[src/rtl/video_mode_ctrl.sv]
// rtl/video_mode_ctrl.sv - frame-synchronous display-source sequencer for the video output mux
// Optional automatic cycling is built only when VIDEO_MODE_AUTO_CYCLE_EN is defined.
module video_mode_ctrl #(
    parameter int NUM_MODES     = 4,
    parameter int SETTLE_FRAMES = 2,
    parameter int AUTO_FRAMES   = 600
) (
    input  logic       clk_in,
    input  logic       rst_in,
    input  logic       next_mode_in,
    input  logic [1:0] direct_mode_in,
    input  logic       direct_val_in,
    input  logic       new_frame_in,
    input  logic       camera_ready_in,
    input  logic       auto_in,
    output logic [1:0] bg_out,
    output logic       blank_out,
    output logic       pending_out,
    output logic       mode_changed_out
);

    typedef enum logic [1:0] {
        STEADY  = 2'd0,
        PENDING = 2'd1,
        SETTLE  = 2'd2
    } state_t;

    localparam logic [2:0] MODE_LIMIT  = 3'(NUM_MODES);
    localparam logic [1:0] LAST_MODE   = 2'(NUM_MODES - 1);
    localparam logic [3:0] SETTLE_LOAD = 4'(SETTLE_FRAMES);

    state_t     state;
    state_t     state_nxt;
    logic [1:0] target;
    logic [1:0] target_nxt;
    logic [1:0] bg_nxt;
    logic [3:0] settle_cnt;
    logic [3:0] settle_nxt;
    logic       mc_nxt;
    logic       latched;
    logic       latched_nxt;

    logic       auto_req;
    logic       req_valid;
    logic [1:0] req_mode;
    logic [1:0] eff_mode;

`ifdef VIDEO_MODE_AUTO_CYCLE_EN
    localparam int AW = $clog2(AUTO_FRAMES + 1);
    localparam logic [AW-1:0] AUTO_LAST = AW'(AUTO_FRAMES - 1);

    logic [AW-1:0] auto_cnt;
    logic [AW-1:0] auto_nxt;

    // Count steady frames while auto mode is on; any manual request restarts the count
    always_comb begin
        auto_req = 1'b0;
        auto_nxt = auto_cnt;
        if (!auto_in || next_mode_in || direct_val_in) begin
            auto_nxt = '0;
        end else if (state == STEADY && new_frame_in) begin
            if (auto_cnt >= AUTO_LAST) begin
                auto_req = 1'b1;
                auto_nxt = '0;
            end else begin
                auto_nxt = auto_cnt + 1'b1;
            end
        end
    end

    // Auto frame counter register
    always_ff @(posedge clk_in) begin
        if (rst_in) begin
            auto_cnt <= '0;
        end else begin
            auto_cnt <= auto_nxt;
        end
    end
`else
    localparam int unused_auto_frames = AUTO_FRAMES;
    logic unused_auto_in;
    assign unused_auto_in = auto_in;
    assign auto_req       = 1'b0;
`endif

    // Request capture: direct select beats step; steps chain from the latest target
    always_comb begin
        req_valid = 1'b0;
        req_mode  = target;
        if (direct_val_in) begin
            if ({1'b0, direct_mode_in} < MODE_LIMIT) begin
                req_valid = 1'b1;
                req_mode  = direct_mode_in;
            end
        end else if (next_mode_in || auto_req) begin
            req_valid = 1'b1;
            req_mode  = (target == LAST_MODE) ? 2'd0 : target + 2'd1;
        end
    end

    // Next-state logic: switches only at frame boundaries, camera modes wait for ready
    always_comb begin
        state_nxt   = state;
        target_nxt  = target;
        bg_nxt      = bg_out;
        settle_nxt  = settle_cnt;
        mc_nxt      = 1'b0;
        latched_nxt = latched;
        eff_mode    = req_valid ? req_mode : target;
        case (state)
            STEADY: begin
                if (req_valid && req_mode != bg_out) begin
                    target_nxt = req_mode;
                    state_nxt  = PENDING;
                end
            end
            PENDING: begin
                target_nxt = eff_mode;
                if (new_frame_in) begin
                    if (eff_mode != 2'd0 && !camera_ready_in) begin
                        state_nxt = PENDING;
                    end else if (eff_mode == bg_out) begin
                        state_nxt = STEADY;
                    end else begin
                        bg_nxt     = eff_mode;
                        mc_nxt     = 1'b1;
                        settle_nxt = SETTLE_LOAD;
                        state_nxt  = SETTLE;
                    end
                end
            end
            SETTLE: begin
                if (req_valid) begin
                    target_nxt  = req_mode;
                    latched_nxt = 1'b1;
                end
                if (new_frame_in) begin
                    if (settle_cnt != 4'd0) begin
                        settle_nxt = settle_cnt - 4'd1;
                    end
                    if (settle_cnt <= 4'd1) begin
                        state_nxt   = (latched || req_valid) ? PENDING : STEADY;
                        latched_nxt = 1'b0;
                    end
                end
            end
            default: begin
                state_nxt = STEADY;
            end
        endcase
    end

    // State and output registers
    always_ff @(posedge clk_in) begin
        if (rst_in) begin
            state            <= STEADY;
            target           <= 2'd0;
            bg_out           <= 2'd0;
            settle_cnt       <= 4'd0;
            mode_changed_out <= 1'b0;
            latched          <= 1'b0;
        end else begin
            state            <= state_nxt;
            target           <= target_nxt;
            bg_out           <= bg_nxt;
            settle_cnt       <= settle_nxt;
            mode_changed_out <= mc_nxt;
            latched          <= latched_nxt;
        end
    end

    // Status decode: blanking follows the settle window, pending covers waiting and latched requests
    always_comb begin
        blank_out   = (state == SETTLE);
        pending_out = (state == PENDING) || (state == SETTLE && latched);
    end

endmodule

[config.mk]
export PLATFORM = sky130hd
export DESIGN_NAME = video_mode_ctrl
export DESIGN_NICKNAME = d
export VERILOG_FILES = /design/src/rtl/video_mode_ctrl.sv
export SDC_FILE = /design/constraint.sdc
export NUM_CORES = 1
export LEC_CHECK = 0
export BUFFER_PORTS_ARGS = -buffer_cell sky130_fd_sc_hd__buf_2
export CORE_ASPECT_RATIO = 0.9
export CORE_MARGIN = 5
export CORE_UTILIZATION = 30
export DETAILED_ROUTE_END_ITERATION = 10
export PLACE_DENSITY = 0.47
export SLEW_MARGIN = 40
export SYNTH_ARGS = -nofsm -noshare
export SYNTH_HDL_FRONTEND = slang
export SYNTH_SLANG_ARGS = --single-unit
[constraint.sdc]
create_clock -name clk_in -period 3.1 [get_ports clk_in]
set_clock_uncertainty 0.15 [all_clocks]
set_input_delay 0.31 -clock clk_in [delete_from_list [all_inputs] [get_ports clk_in]]
set_output_delay 0.31 -clock clk_in [all_outputs]
set_load 0.01 [all_outputs]
==> Word level (Yosys, flattened, before mapping) <==
Cells that the tools add are included.
{ "totals": {"wordCells": 68, "in_bits": 9, "reg_bits": 12, "output_inout_bits": 5} }
{ "classes": {"bitwise_logic": 4, "reduce_logical": 17, "n_mux": 26, "order_cmp": 1, "add_sub_neg": 2, "eq_ne": 12} }
{ "ops": {"columns": ["op", "n"], "rows": [
  ["2-bit 2-to-1 mux", 11],
  ["4-bit 2-to-1 mux", 5],
  ["2-bit inequality test (second input constant)", 5],
  ["4-bit case mux with 2 select lines", 1],
  ["4-bit AND reduction", 2],
  ["1-bit 2-to-1 mux", 7],
  ["2-bit case mux with 3 select lines", 1],
  ["6-bit AND reduction", 1],
  ["2-bit nonzero test", 3],
  ["2-bit == test (second input constant)", 2],
  ["4-bit by 1-bit less-or-equal comparator with 1-bit output (second input constant)", 1],
  ["2-bit by 1-bit inequality test with 1-bit output (second input constant)", 2],
  ["1-bit NOT", 4],
  ["2-bit case mux with 2 select lines", 1],
  ["4-bit nonzero test", 1],
  ["4-bit OR reduction", 1],
  ["4-bit by 1-bit subtractor with 4-bit output (second input constant)", 1],
  ["1-bit logical AND", 3],
  ["2-bit by 1-bit adder with 2-bit output (second input constant)", 1],
  ["2-bit by 1-bit == test with 1-bit output (second input constant)", 1],
  ["2-bit == test", 1],
  ["2-bit logical NOT", 1],
  ["1-bit logical OR", 2],
  ["2-bit inequality test", 1],
  ["3 further kinds", 3]
]} }

==> Logic depth before layout (Yosys ltp) <==
Gate-level depths: netlist of the first run.
{ "depth": {"word_depth": 10, "mapped_depth": 7, "depth_no_buf": 7} }

==> Worst setup path after synthesis of the first run <==
No wires, ideal clock.
{ "synth_path": {"path_type": "register to register", "startpoint": "register target[0]", "endpoint": "register target[0]", "path_buffers": 0, "setup_slack_ns": 0.894, "required_time_ns": 2.822, "path_stages_with_launch": 8, "arrival_time_ns": 1.929, "setup_time_ns": 0.128, "cell_sequence": "dfxtp_1 > ha_1 > or3b_4 > a32o_1 > nor4b_4 > o22ai_1 > mux2i_1 > nor2_1"} }
{ "synth_via": {"elab_chain_cells": 8, "elab_cells_between_ends": 12, "classes_between": "add/sub: 1; eq/ne: 3; mux: 6; reduce/logical: 2"} }
{ "synth_lines": {"columns": ["item", "line_no", "source"], "rows": [
  ["start, declared", "34", "logic [1:0] target;"],
  ["start signal, assigned", "164", "target <= target_nxt;"],
  ["2-bit by 1-bit adder with 2-bit output or 2-bit == test (tied branches)", "97", "req_mode = (target == LAST_MODE) ? 2'd0 : target + 2'd1;"],
  ["2-bit 2-to-1 mux", "97", null],
  ["2-bit 2-to-1 mux", "95", "end else if (next_mode_in || auto_req) begin"],
  ["2-bit 2-to-1 mux", "90", "if (direct_val_in) begin"],
  ["2-bit inequality test", "112", "if (req_valid && req_mode != bg_out) begin"],
  ["1-bit logical AND", "112", null],
  ["2-bit inequality test (no source line)", null, null],
  ["2-bit AND reduction (no source line)", null, null]
]} }
Parallel ways exist; a longest one is shown, timed or not. The select of a mux whose other input is x is not followed.
A chain may end at the register's enable or synchronous reset.

==> Worst setup path after layout of the first run <==
{ "layout_path": {"startpoint": "register target[0]", "endpoint": "register target[1]"} }
{ "layout_via": {"elab_chain_cells": 8, "elab_cells_between_ends": 12, "classes_between": "add/sub: 1; eq/ne: 3; mux: 6; reduce/logical: 2"} }
{ "layout_lines": {"columns": ["item", "line_no"], "rows": [
  ["2-bit by 1-bit adder with 2-bit output or 2-bit == test (tied branches)", "97"],
  ["2-bit 2-to-1 mux", "97"],
  ["2-bit 2-to-1 mux (*)", "95"],
  ["2-bit 2-to-1 mux (*)", "90"],
  ["2-bit inequality test", "112"],
  ["1-bit logical AND", "112"],
  ["2-bit inequality test (no source line)", null],
  ["2-bit AND reduction (no source line)", null]
]} }
Mark *: on every way between the ends. The rest lies on a longest branch, timed or not. The select of a mux whose other input is x is not followed.

==> results of run 1 <==
==> registers in the layout (all words and copies together), names as in the netlist <==
signal / flops
target: 2
mode_changed_out: 1
state: 2
settle_cnt: 4
latched: 1
bg_out: 2
==> layout make-up <==
class	instances	area (um^2)	share of cell area (%)
clock buffers	3	22.5	2.15
inverters	7	26.3	2.51
multi-input cells	78	647	61.7
flip-flops and latches	12	240	22.9
well taps	42	52.6	5.01
repair buffers	12	60.1	5.73
==> where the power goes <==
part           total [mW]  leakage (nW)  internal (mW)  switching [mW]
logic               0.239         0.317          0.106           0.133
registers           0.191        0.0977          0.173          0.0176
clock network      0.0959        0.0138         0.0450          0.0510
total               0.526         0.428          0.324           0.201
==> worst max-delay path, cell delays in order, from the launching register on <==
cell and delay (ps):
dfxtp_1 340, ha_1 200, or3b_4 410, a32o_1 310
nor4b_4 370, o22ai_1 220, mux2i_1 190, nor2_1 50
==> how the worst min path moves through the flow <==
stage,startpoint,to
after CTS,new_frame_in,latched
after detailed placement,settle_cnt[0],settle_cnt[0]
after global routing,new_frame_in,latched
final,new_frame_in,latched
after global placement,settle_cnt[0],settle_cnt[0]
after floorplan,new_frame_in,latched
==> Yosys cell counts, types with 2 or more instances <==
cell type and n:
mux2i_1 7, ha_1 8, a21oi_1 7, o21ai_0 3, inv_1 7, clkbuf_1 2
nor2_1 7, nor2b_1 3, nand3_1 3, o211ai_1 2, a311oi_1 2, nand2b_1 9
dfxtp_1 12, nand2_1 3, a31oi_1 2
==> routing by layer <==
metal | GRT usage [%] | part of all wire [%] | vias up
li1 | - | - | 394
met1 | 13.6 | 49 | 356
met2 | 13.7 | 45 | 13
met3 | 3.78 | 4.6 | 2
met4 | 2.98 | 1.2 | 0
met5 | 0 | 0 | -
==> cell families (layout without fill, tap and decap cells) <==
family | count (synthesis) | in the layout | synth area share [%]
fa+ha+maj | 8 | 8 | 10.9
simple gates | 33 | 33 | 22.3
compound gates | 30 | 30 | 29.5
buf+inv | 9 | 22 | 3.67
mux | 7 | 7 | 7.61
flops | 12 | 12 | 26.1
==> per-stage QoR <==
| step | power, mW | utilization (%) | hold WS (ps) |
|---|---|---|---|
| floorplan | 0.384 | - | 276 |
| global placement | 0.433 | 34.3 | 346 |
| detailed placement | 0.435 | 34.3 | 353 |
| CTS | 0.536 | 35.0 | 141 |
| global route | 0.572 | 35.0 | 156 |
| finish | 0.526 | 35.0 | 148 |
==> metrics list, run 1 <==
- Along the worst hold path, the cell count comes to 2.
- In this run the clock root is driven by a clkbuf_4.
- Synthesized instance count: 99
- Number of buffers added by the clock tree synthesis step: 3
- Sequential elements use 26.1% of the synthesized area.
- 0 antenna diodes ended up in the layout.
* Placer's final routability congestion estimate: 0.705
- Reg2reg path depth: 7
- DR pass1 iterations: 4
- Number of library cell types mapped by synthesis: 37
- Share of Yosys cell area claimed by the top area cell type: 26.1%
- Synthesis produced a netlist with a net count of 116.
- After synthesis, the cell types taking the most area are dfxtp_1 26%, ha_1 11%, mux2i_1 7.6%.
- Clock Latency Late Sink: 270 ps
* Number of remaining DRC errors: 0
- Ports: 14
* Final Instance Count excl. Fillers: 154
* Combined area of all synthesized cells: around 920 um^2
- The die is 68.4 um wide.
- The die covers 0.00428 mm^2.
- The initial antenna violation count came to 0.
- Proportion of layout cells with a drive suffix above 1: 20.5%
- Critical path endpoint category: register
* Setup crit start: target[0]
- After filler insertion, the fill cell instance count of the layout stands at 342.
* Final Max Tran Viols: 0
- Post-CTS repair changed the size of 0 cells.
- Worst VDD drop: 0.199 mV
- Effective utilization at floorplan: between 30% and 40%
- In this run, post-CTS hold repair placed 0 buffers.
- Final setup violation count: 0
- After clock tree synthesis, the setup repair step added 0 buffers.
- The clock drives 12 sinks.
- For the worst setup path, the data required time is 3100 ps.
- Clock tree from TritonCTS: yes
- Final setup margin: 761 ps
- Total detailed-routing wirelength: 1880 um
- Inst Count DP: 151
- The flow ran to the end, and the final reports show no timing, DRC or antenna violations.
- Fin nets: between 100 and 150
* Number of global-route vias before repair: slightly above 700
- The finished cells cover 0.00105 mm^2.
- Slew Limit Headroom: between 70% and 80%
- Instance area at placement: 0.00103 mm^2
- The count of buffers added on input and output ports is 12.
- Entering global routing, the biggest net connects 16 pins.
* CTS H-tree lvls: 1
* Cell Rows: 19
- Time the worst path needs with I/O delays and setup: ~2300 ps
* Iteration-0 DRC count of the detailed router: 26
* Type of the worst min-delay path: input pin to register
- Layout overhead on the synthesized area: 13.9%
* Cell type with the highest aggregate area in the netlist: dfxtp_1
- The detail route stage leaves a number of antenna-violating nets equal to 0.
- Die Ht: 62.6 um
- Total of warnings raised by yosys: 0
- First-pass GRT wire length: 3230 um
- Sum of negative setup slack: 0 ps
- Top_reg_cell synth: dfxtp_1
- At the placement stage, the worst setup path has a slack of 753 ps.
- The synthesized design contains 12 register bits.
- Average instance area after synthesis: just over 9 um^2
* Clock Pin Slew Worst Setup and Hold Paths: 80 ps
- Leakage power total: 0.428 nW
* Worst slew pin tran: 447 ps
- No sink is reached through more buffers than the 2 on the longest clock path.
- Global-route congestion overflow total: 0
- Dividing total power by cell area gives a power density of between 500 and 600 mW/mm^2.
* Portion of the clock cycle consumed by the worst path in the final layout: 75.5%
- Yosys mapped a number of flops with a built-in enable equal to 0.
- Along the worst path, the maximum fanout reaches 5.
- STA classifies the critical path startpoint as a register.
* Number of failing hold endpoints at the final stage: 0
- Crit path kind: register to register
- Vias per cell: a little under 5
- Across the run, the number of max-cap violations was 0.
* Share of synthesized flip-flops with an asynchronous set or reset: 0%
- After floorplanning, the core was sized to cover 0.00300 mm^2.
* Total routing usage reported by global routing: 9.80%
* Flop2flop setup slack: 760 ps
- The top cell types in the final layout, fill and taps aside, are 12 x dfxtp_1, 12 x buf_2, 9 x nand2b_1.
- Total number of vias: 765
- Static timing analysis puts the maximum clock frequency at 427 MHz.
- Final HPWL from detailed placement: 1480 um
- Arrival time reported for the critical path endpoint: 2340 ps
* Critical Path End: target[1]
* Worst reg2reg path endpoint: target[1]
* R2R Path Start: target[0]
- RSZ-0062 raised after global routing: no
* Final routed wire length divided by cell count: 12.2 um
No activity file was read; power rests on OpenSTA's default activity.
==> run 2, diff against run 1 <==
--- a/config.mk
+++ b/config.mk
@@ -10,7 +10,7 @@
 export CORE_MARGIN = 5
 export CORE_UTILIZATION = 30
 export DETAILED_ROUTE_END_ITERATION = 10
-export PLACE_DENSITY = 0.47
+export PLACE_DENSITY = 0.48
 export SLEW_MARGIN = 40
 export SYNTH_ARGS = -nofsm -noshare
 export SYNTH_HDL_FRONTEND = slang
==> constraint.sdc (replaced) <==
create_clock -name clk_in -period 2.04 [get_ports clk_in]
set_clock_uncertainty 0.15 [all_clocks]
set_input_delay 0.204 -clock clk_in [delete_from_list [all_inputs] [get_ports clk_in]]
set_output_delay 0.204 -clock clk_in [all_outputs]
set_load 0.01 [all_outputs]
==> run 2 against run 1 <==
The run now ends with negative setup slack left; clock power up 68%; global-route usage up 0.47 points; hold slack worse by 90 ps; sequential share of layout area down 1.7 points; via count up 5.9%; clock-buffer cell count unchanged; setup slack worse by 900 ps; register-to-register slack worse by 900 ps; non-clock buffer count up 10; highest routed layer unchanged.
==> metrics list, run 2 (same netlist as run 1, synthesis figures left out) <==
- Slew Limit Headroom: 72.7% (was 70.2%)
- Critical Path End: settle_cnt[3] (was target[1])
- The depth of the CTS H-tree was 1 (unchanged).
- The die outline area is 0.00428 mm^2 (unchanged).
- The sum of routed wire length over all layers came to 1990 um (was 1880 um).
- Worst reg2reg path endpoint: settle_cnt[3] (was target[1])
* Final Max Tran Viols: 0 (unchanged)
- The total iterations of the first detailed-routing run was 4 (unchanged).
- R2R Path Start: target[0] (unchanged)
* Placer's final routability congestion estimate: 0.874 (was 0.705)
- The clock latency reported for the late side of the worst-skew pair is 280 ps (was 270 ps).
* Type of the worst min-delay path: input pin to register (unchanged)
- The die boundary width was 68.4 um (unchanged).
- Outcome: finished, violations left (was completed).
* Highest clock frequency the design can meet: 459 MHz (was 427 MHz)
- Total number of vias: 810 (was 765)
- The number of antenna-violating nets in the routed design was 0 (unchanged).
* Maximum number of pins on one net before global-route repair: 16 (unchanged)
* Register with the most flip-flops: settle_cnt (unchanged)
* Number of remaining DRC errors: 0 (unchanged)
* First-pass GRT wire length: 3450 um (was 3230 um)
* Floorplan core area: 0.00300 mm^2 (unchanged)
- The TritonCTS clock tree is yes (unchanged).
- Arrival time reported for the critical path endpoint: 2200 ps (was 2340 ps)
- Most common library cell in the layout ignoring fill and taps: buf_2
* Proportion of layout cells with a drive suffix above 1: 32.0% (was 20.5%)
* CP Max Fanout: 7 (was 5)
- The met1 layer usage reported by global route came to 14.2% (was 13.6%).
- The required time of the critical path was 2060 ps (was 3100 ps).
* Ports: 14 (unchanged)
* Crit path kind: register to register (unchanged)
- Vias per cell: 4.94 (was 4.97)
- Leakage power total: 0.488 nW (was 0.428 nW)
- The CTS buffer count is 3 (unchanged).
* Place WS: -127 ps (was 753 ps)
* Clock Pin Slew Worst Setup and Hold Paths: 90 ps (was 80 ps)
* Leading cell types in the layout, fill and taps excluded: 12 x buf_2, 11 x dfxtp_1, 10 x buf_4 (was 12 x dfxtp_1, 12 x buf_2, 9 x nand2b_1)
- The flip-flop count of the largest register, all copies and words added is 4 (unchanged).
- Reg2reg path depth: 7 (unchanged)
- The count of nets after finishing came to 141 (was 131).
- The shortest clock period the worst path allows after layout was 2180 ps (was 2340 ps).
- The actual slew at the worst max-slew pin was 409 ps (was 447 ps).
- The setup slack of the critical path after layout was -139 ps (was 761 ps).
- CTS max path bufs: 2 (unchanged)
- Die Ht: 62.6 um (unchanged)
- Effective utilization at floorplan: 30.7% (unchanged)
- Clock Sinks: 12 (unchanged)
- The total power divided by cell area is 765 mW/mm^2 (was 501 mW/mm^2).
- RSZ-0062 raised after global routing: yes (was no).
- The clock root buffer was clkbuf_4 (unchanged).
* Number of global-route vias before repair: 789 (was 710)
- Total routing usage reported by global routing: 10.3% (was 9.80%)
- Final HPWL from detailed placement: 1560 um (was 1480 um)
- Category of the worst setup path launch point: register (unchanged)
- Iteration-0 DRC count of the detailed router: 28 (was 26)
* Final setup violation count: 10 (was 0)
* Flop2flop setup slack: -140 ps (was 760 ps)
* Layer with the highest usage after global routing: met2 (unchanged)
- Total of max-cap violations: 0 (unchanged)
* Met3 layer usage reported by global route: 3.06% (was 3.78%)
- The endpoint type of the worst setup path was a register (unchanged).
* Global-route congestion overflow total: 0 (unchanged)
* Overall power after layout: 0.873 mW (was 0.526 mW)
* Layout overhead on the synthesized area: 23.9% (was 13.9%)
- Cell Rows: 19 (unchanged)
- The number of input and output port buffers inserted was 12 (unchanged).
- The met2 track demand over resource was 14.5% (was 13.7%).
* Setup crit start: target[0] (unchanged)
- The detail-routed net length per standard cell was 12.1 um (was 12.2 um).
- Antenna diode instance count: 0 (unchanged)
- Violated checks: negative setup slack
* Number of antenna violations at the first check in global routing: 0 (unchanged)
* Portion of the clock cycle consumed by the worst path in the final layout: 107% (was 75.5%)
* Number of failing hold endpoints at the final stage: 0 (unchanged)
* Worst VDD drop: 0.287 mV (was 0.199 mV)
==> run 2: where the power goes <==
part           leakage (nW)  switching, mW  internal (mW)
clock network        0.0138         0.0922         0.0685
registers            0.0980         0.0241          0.264
logic                 0.377          0.218          0.206
==> run 2: cell type report <==
type / instances / area, um^2
Sequential cell: 12 / 241
Fill cell: 324 / 1850
Inverter: 7 / 26.3
Timing Repair Buffer: 22 / 135
Tap cell: 42 / 52.6
Clock buffer: 3 / 22.5
Multi-Input combinational cell: 78 / 663
==> run 2: stage by stage <==
stage                     hold WS, ps  area (um^2)  cells  TNS [ps]  util (%)
final                            58.1         1140    164      -896      38.1
after global routing             70.9         1140    164     -2020      38.1
after CTS                        52.2         1130    163     -1110      37.8
after detailed placement          341         1100    160      -940      36.9
after global placement            334         1100    160      -813      36.9
after floorplan                   170          932     99      -206         -
==> run 2: repair_timing <==
item | 4_1_cts | 5_1_grt
pin swaps | 3 | 3
hold buffers | 0 | 0
endpoints found under the setup margin | 10 | 11
gates resized for setup | 2 | 0
setup buffers | 0 | 1
==> run 2: worst min-delay path by stage <==
| stage | from | endpoint | slack [ps] | cells past startpoint |
|---|---|---|---|---|
| floorplan | new_frame_in | latched | 170 | 1 |
| global placement | new_frame_in | latched | 330 | 2 |
| detailed placement | new_frame_in | latched | 340 | 2 |
| CTS | new_frame_in | latched | 50 | 2 |
| global route | new_frame_in | latched | 70 | 2 |
| finish | new_frame_in | latched | 60 | 2 |
==> run 2: critical path, cell delays in order, from the launching register on <==
cell	delay, ps
dfxtp_2	330
ha_2	170
or3b_4	400
a311oi_4	320
o31ai_4	130
a31oi_4	280
mux2i_1	210
a21oi_1	80
==> run 2: layer usage <==
| layer | up-vias | part of all wire (%) |
|---|---|---|
| met4 | 0 | 3.6 |
| li1 | 411 | - |
| met3 | 8 | 5.8 |
| met2 | 28 | 41 |
| met1 | 363 | 49 |
| met5 | - | 0 |
==> run 3, diff against run 2 <==
--- a/config.mk
+++ b/config.mk
@@ -10,7 +10,9 @@
 export CORE_MARGIN = 5
 export CORE_UTILIZATION = 30
 export DETAILED_ROUTE_END_ITERATION = 10
+export GPL_TIMING_DRIVEN = 0
 export PLACE_DENSITY = 0.48
+export RECOVER_POWER = 100
 export SLEW_MARGIN = 40
 export SYNTH_ARGS = -nofsm -noshare
 export SYNTH_HDL_FRONTEND = slang
==> run 3 against run 2 <==
The flow still finishes with violations (negative setup slack); sequential power increased by 2%; sequential share of layout area increased by 0.42 points; non-clock buffer count decreased by 5; clock power increased by 19%; critical path depth unchanged; wire length increased by 0.55%; core utilization decreased by 0.54 points; largest cell class unchanged; critical path type unchanged.
==> metrics list, run 3 (same netlist as run 1, synthesis figures left out) <==
* Outcome: finished, violations left (unchanged)
- Violated checks: negative setup slack (unchanged)
- The share of power burned in the clock network is 21.4% (was 18.4%).
- The core footprint is 0.00300 mm^2 (unchanged).
- Arrival time reported for the critical path endpoint: 2210 ps (was 2200 ps)
* Iteration-0 DRC count of the detailed router: 31 (was 28)
- Final setup violation count: 10 (unchanged)
- The initial antenna violation count is 0 (unchanged).
- The final cell count without fillers came to 160 (was 164).
- The chip height came to 62.6 um (unchanged).
* Register with the most flip-flops: settle_cnt (unchanged)
- The clock latency reported for the late side of the worst-skew pair was 270 ps (was 280 ps).
- Number of buffers added by the clock tree synthesis step: 3 (unchanged)
- The number of buffers between clock root and the deepest sink was 2 (unchanged).
- Sw frac: 37.0% (was 38.3%)
* Total detailed-routing wirelength: 2000 um (was 1990 um)
* First-pass GRT wire length: 3420 um (was 3450 um)
- RSZ-0062 raised after global routing: yes (unchanged).
* Final setup margin: -184 ps (was -139 ps)
* Cell Rows: 19 (unchanged)
- Final routed wire length divided by cell count: 12.5 um (was 12.1 um)
* Die Wd: 68.4 um (unchanged)
- Reg2reg path depth: 7 (unchanged)
- The count of nets after finishing is 136 (was 141).
* Port Buf Inserts: 12 (unchanged)
- Clock tree from TritonCTS: yes (unchanged)
- The aggregate global-route resource usage came to 10.1% (was 10.3%).
- Flop2flop setup slack: -180 ps (was -140 ps)
* Clock Sinks: 12 (unchanged)
- The internal power came to 0.561 mW (was 0.538 mW).
* Final Max Tran Viols: 0 (unchanged)
- Category of the worst setup path launch point: register (unchanged)
- The worst setup slack before clock tree synthesis is -199 ps (was -127 ps).
- The share of power burned in registers was 33.0% (about the same).
- Number of global-route vias before repair: 809 (was 789)
- Clock Pin Slew Worst Setup and Hold Paths: 80 ps (was 90 ps)
- List of cells traversed by the critical path: ha_2, or3b_4, a311oi_4, o31ai_4, a31oi_4, mux2i_1, a21oi_1 (unchanged).
- Global-route congestion overflow total: 0 (unchanged)
- Slowest cell on the critical path: or3b_4 (unchanged)
* Net switching power: 0.330 mW (was 0.335 mW)
- Critical path endpoint category: register (unchanged)
- The area of all placed cells without fillers came to 0.00112 mm^2 (was 0.00114 mm^2).
- CP Max Fanout: 7 (unchanged)
- The share of cells above drive strength 1 was 28.0% (was 32.0%).
- The layout-stage area growth over the synthesis result is 22.1% (was 23.9%).
- Required arrival time at the worst endpoint: 2030 ps (was 2060 ps)
- R2R Path Start: target[0] (unchanged)
* Highest clock frequency the design can meet: 450 MHz (was 459 MHz)
- Final HPWL from detailed placement: 1520 um (was 1560 um)
* Slew Limit Headroom: 65.5% (was 72.7%)
- The depth of the CTS H-tree is 1 (unchanged).
- Instance area at placement: 0.00104 mm^2 (was 0.00110 mm^2)
* Portion of the clock cycle consumed by the worst path in the final layout: 109% (was 107%)
- Inst Count DP: 153 (was 160)
* Power density of the placed cells: 792 mW/mm^2 (was 765 mW/mm^2)
- The critical hold path startpoint was new_frame_in (unchanged).
* Crit path kind: register to register (unchanged)
- The top-level I/O count was 14 (unchanged).
- The path category of the worst min-delay check is input pin to register (unchanged).
* Placer's final routability congestion estimate: 0.802 (was 0.874)
* Worst reg2reg path endpoint: settle_cnt[3] (unchanged)
- Vias per cell: 5.05 (was 4.94)
* Worst slew pin tran: 517 ps (was 409 ps)
* Leading cell types in the layout, fill and taps excluded: 10 x dfxtp_1, 8 x nand2b_1, 8 x buf_2 (was 12 x buf_2, 11 x dfxtp_1, 10 x buf_4)
- The number of diodes added for antenna fixing is 0 (unchanged).
- Most common library cell in the layout ignoring fill and taps: dfxtp_1 (was buf_2)
- The smallest hold slack came to 55.4 ps (was 58.1 ps).
* Worst min-delay path endpoint: latched (unchanged)
* Cells on Worst Hold Path: 2 (unchanged)
- The number of antenna-violating nets in the routed design is 0 (unchanged).
- The maximum number of pins on one net before global-route repair came to 11 (was 16).
- Overall power after layout: 0.891 mW (was 0.873 mW)
* Combinational share of power: 45.6% (was 48.6%)
- The flip-flop count of the largest register, all copies and words added is 4 (unchanged).
* Stage delay of the slowest cell on the critical path: 400 ps (about the same)
* Buffer cell driving the clock tree root: clkbuf_4 (unchanged)
* Number of failing hold endpoints at the final stage: 0 (unchanged)
* Worst VDD drop: 0.256 mV (was 0.287 mV)
* Effective utilization at floorplan: 30.7% (unchanged)
- Cell family with the largest share of critical-path delay: compound AO/OA/AOI/OAI gates (unchanged)
- The shortest clock period the worst path allows after layout is 2220 ps (was 2180 ps).
- Total number of vias: 808 (was 810)
- The number of design rule violations left after detail routing is 0 (unchanged).
- The total iterations of the first detailed-routing run is 4 (unchanged).
* Leakage power total: 0.448 nW (was 0.488 nW)
- Number of buffer and inverter stages on the critical path: 0 (unchanged)
* Die outline area: 0.00428 mm^2 (unchanged)
- The count of max-cap constraint violations came to 0 (unchanged).
## run 3: changes by cell type in the layout (fill, tap and decap cells not counted), sizes merged
| cell | before | now |
|---|---|---|
| buf | 22 | 11 |
| clkbuf | 3 | 10 |
## run 3: worst max-delay path by stage
stage,startpoint,cells after the start,endpoint
after floorplan,target[0],7,settle_cnt[3]
after global placement,target[1],7,settle_cnt[3]
after detailed placement,target[1],7,settle_cnt[3]
after CTS,target[0],7,settle_cnt[3]
after global routing,target[0],7,state[1]
final,target[0],7,settle_cnt[3]
## run 3: final cells by class
| cell class | count | area (um^2) |
|---|---|---|
| fill | 325 | 1870 |
| multi-input combinational | 78 | 682 |
| sequential | 12 | 243 |
| timing repair buffer | 15 | 77.6 |
| tap | 42 | 52.6 |
| clock buffer | 4 | 36.3 |
| inverter | 7 | 26.3 |
| buffer | 2 | 7.51 |
## run 3: per-layer routing
layer | share of wire [%] | global-route usage [%]
met1 | 48 | 13.8
met2 | 48 | 15.3
met3 | 3.1 | 1.26
met4 | 0.60 | 4.71
met5 | 0 | 0
## run 3: what timing repair did
action,CTS,global route
gates cloned,0,0
hold buffers,0,0
resized for setup,2,6
pin swaps,1,1
setup buffers,2,1
setup endpoints to repair,11,12
## run 3: through the flow
step / util [%] / TNS (ps)
after floorplan: - / -206
after global routing: 37.6 / -2490
after global placement: 34.9 / -1370
final: 37.6 / -1360
after CTS: 36.8 / -1540
after detailed placement: 34.9 / -1530
## run 3: power by group through the flow
| stage | clock [mW] | sequential (mW) | combinational, mW |
|---|---|---|---|
| finish | 0.191 | 0.294 | 0.406 |
| global route | 0.207 | 0.297 | 0.454 |
| CTS | 0.201 | 0.294 | 0.392 |
| detailed placement | 0 | 0.298 | 0.376 |
| global placement | 0 | 0.297 | 0.369 |
| floorplan | 0 | 0.293 | 0.300 |
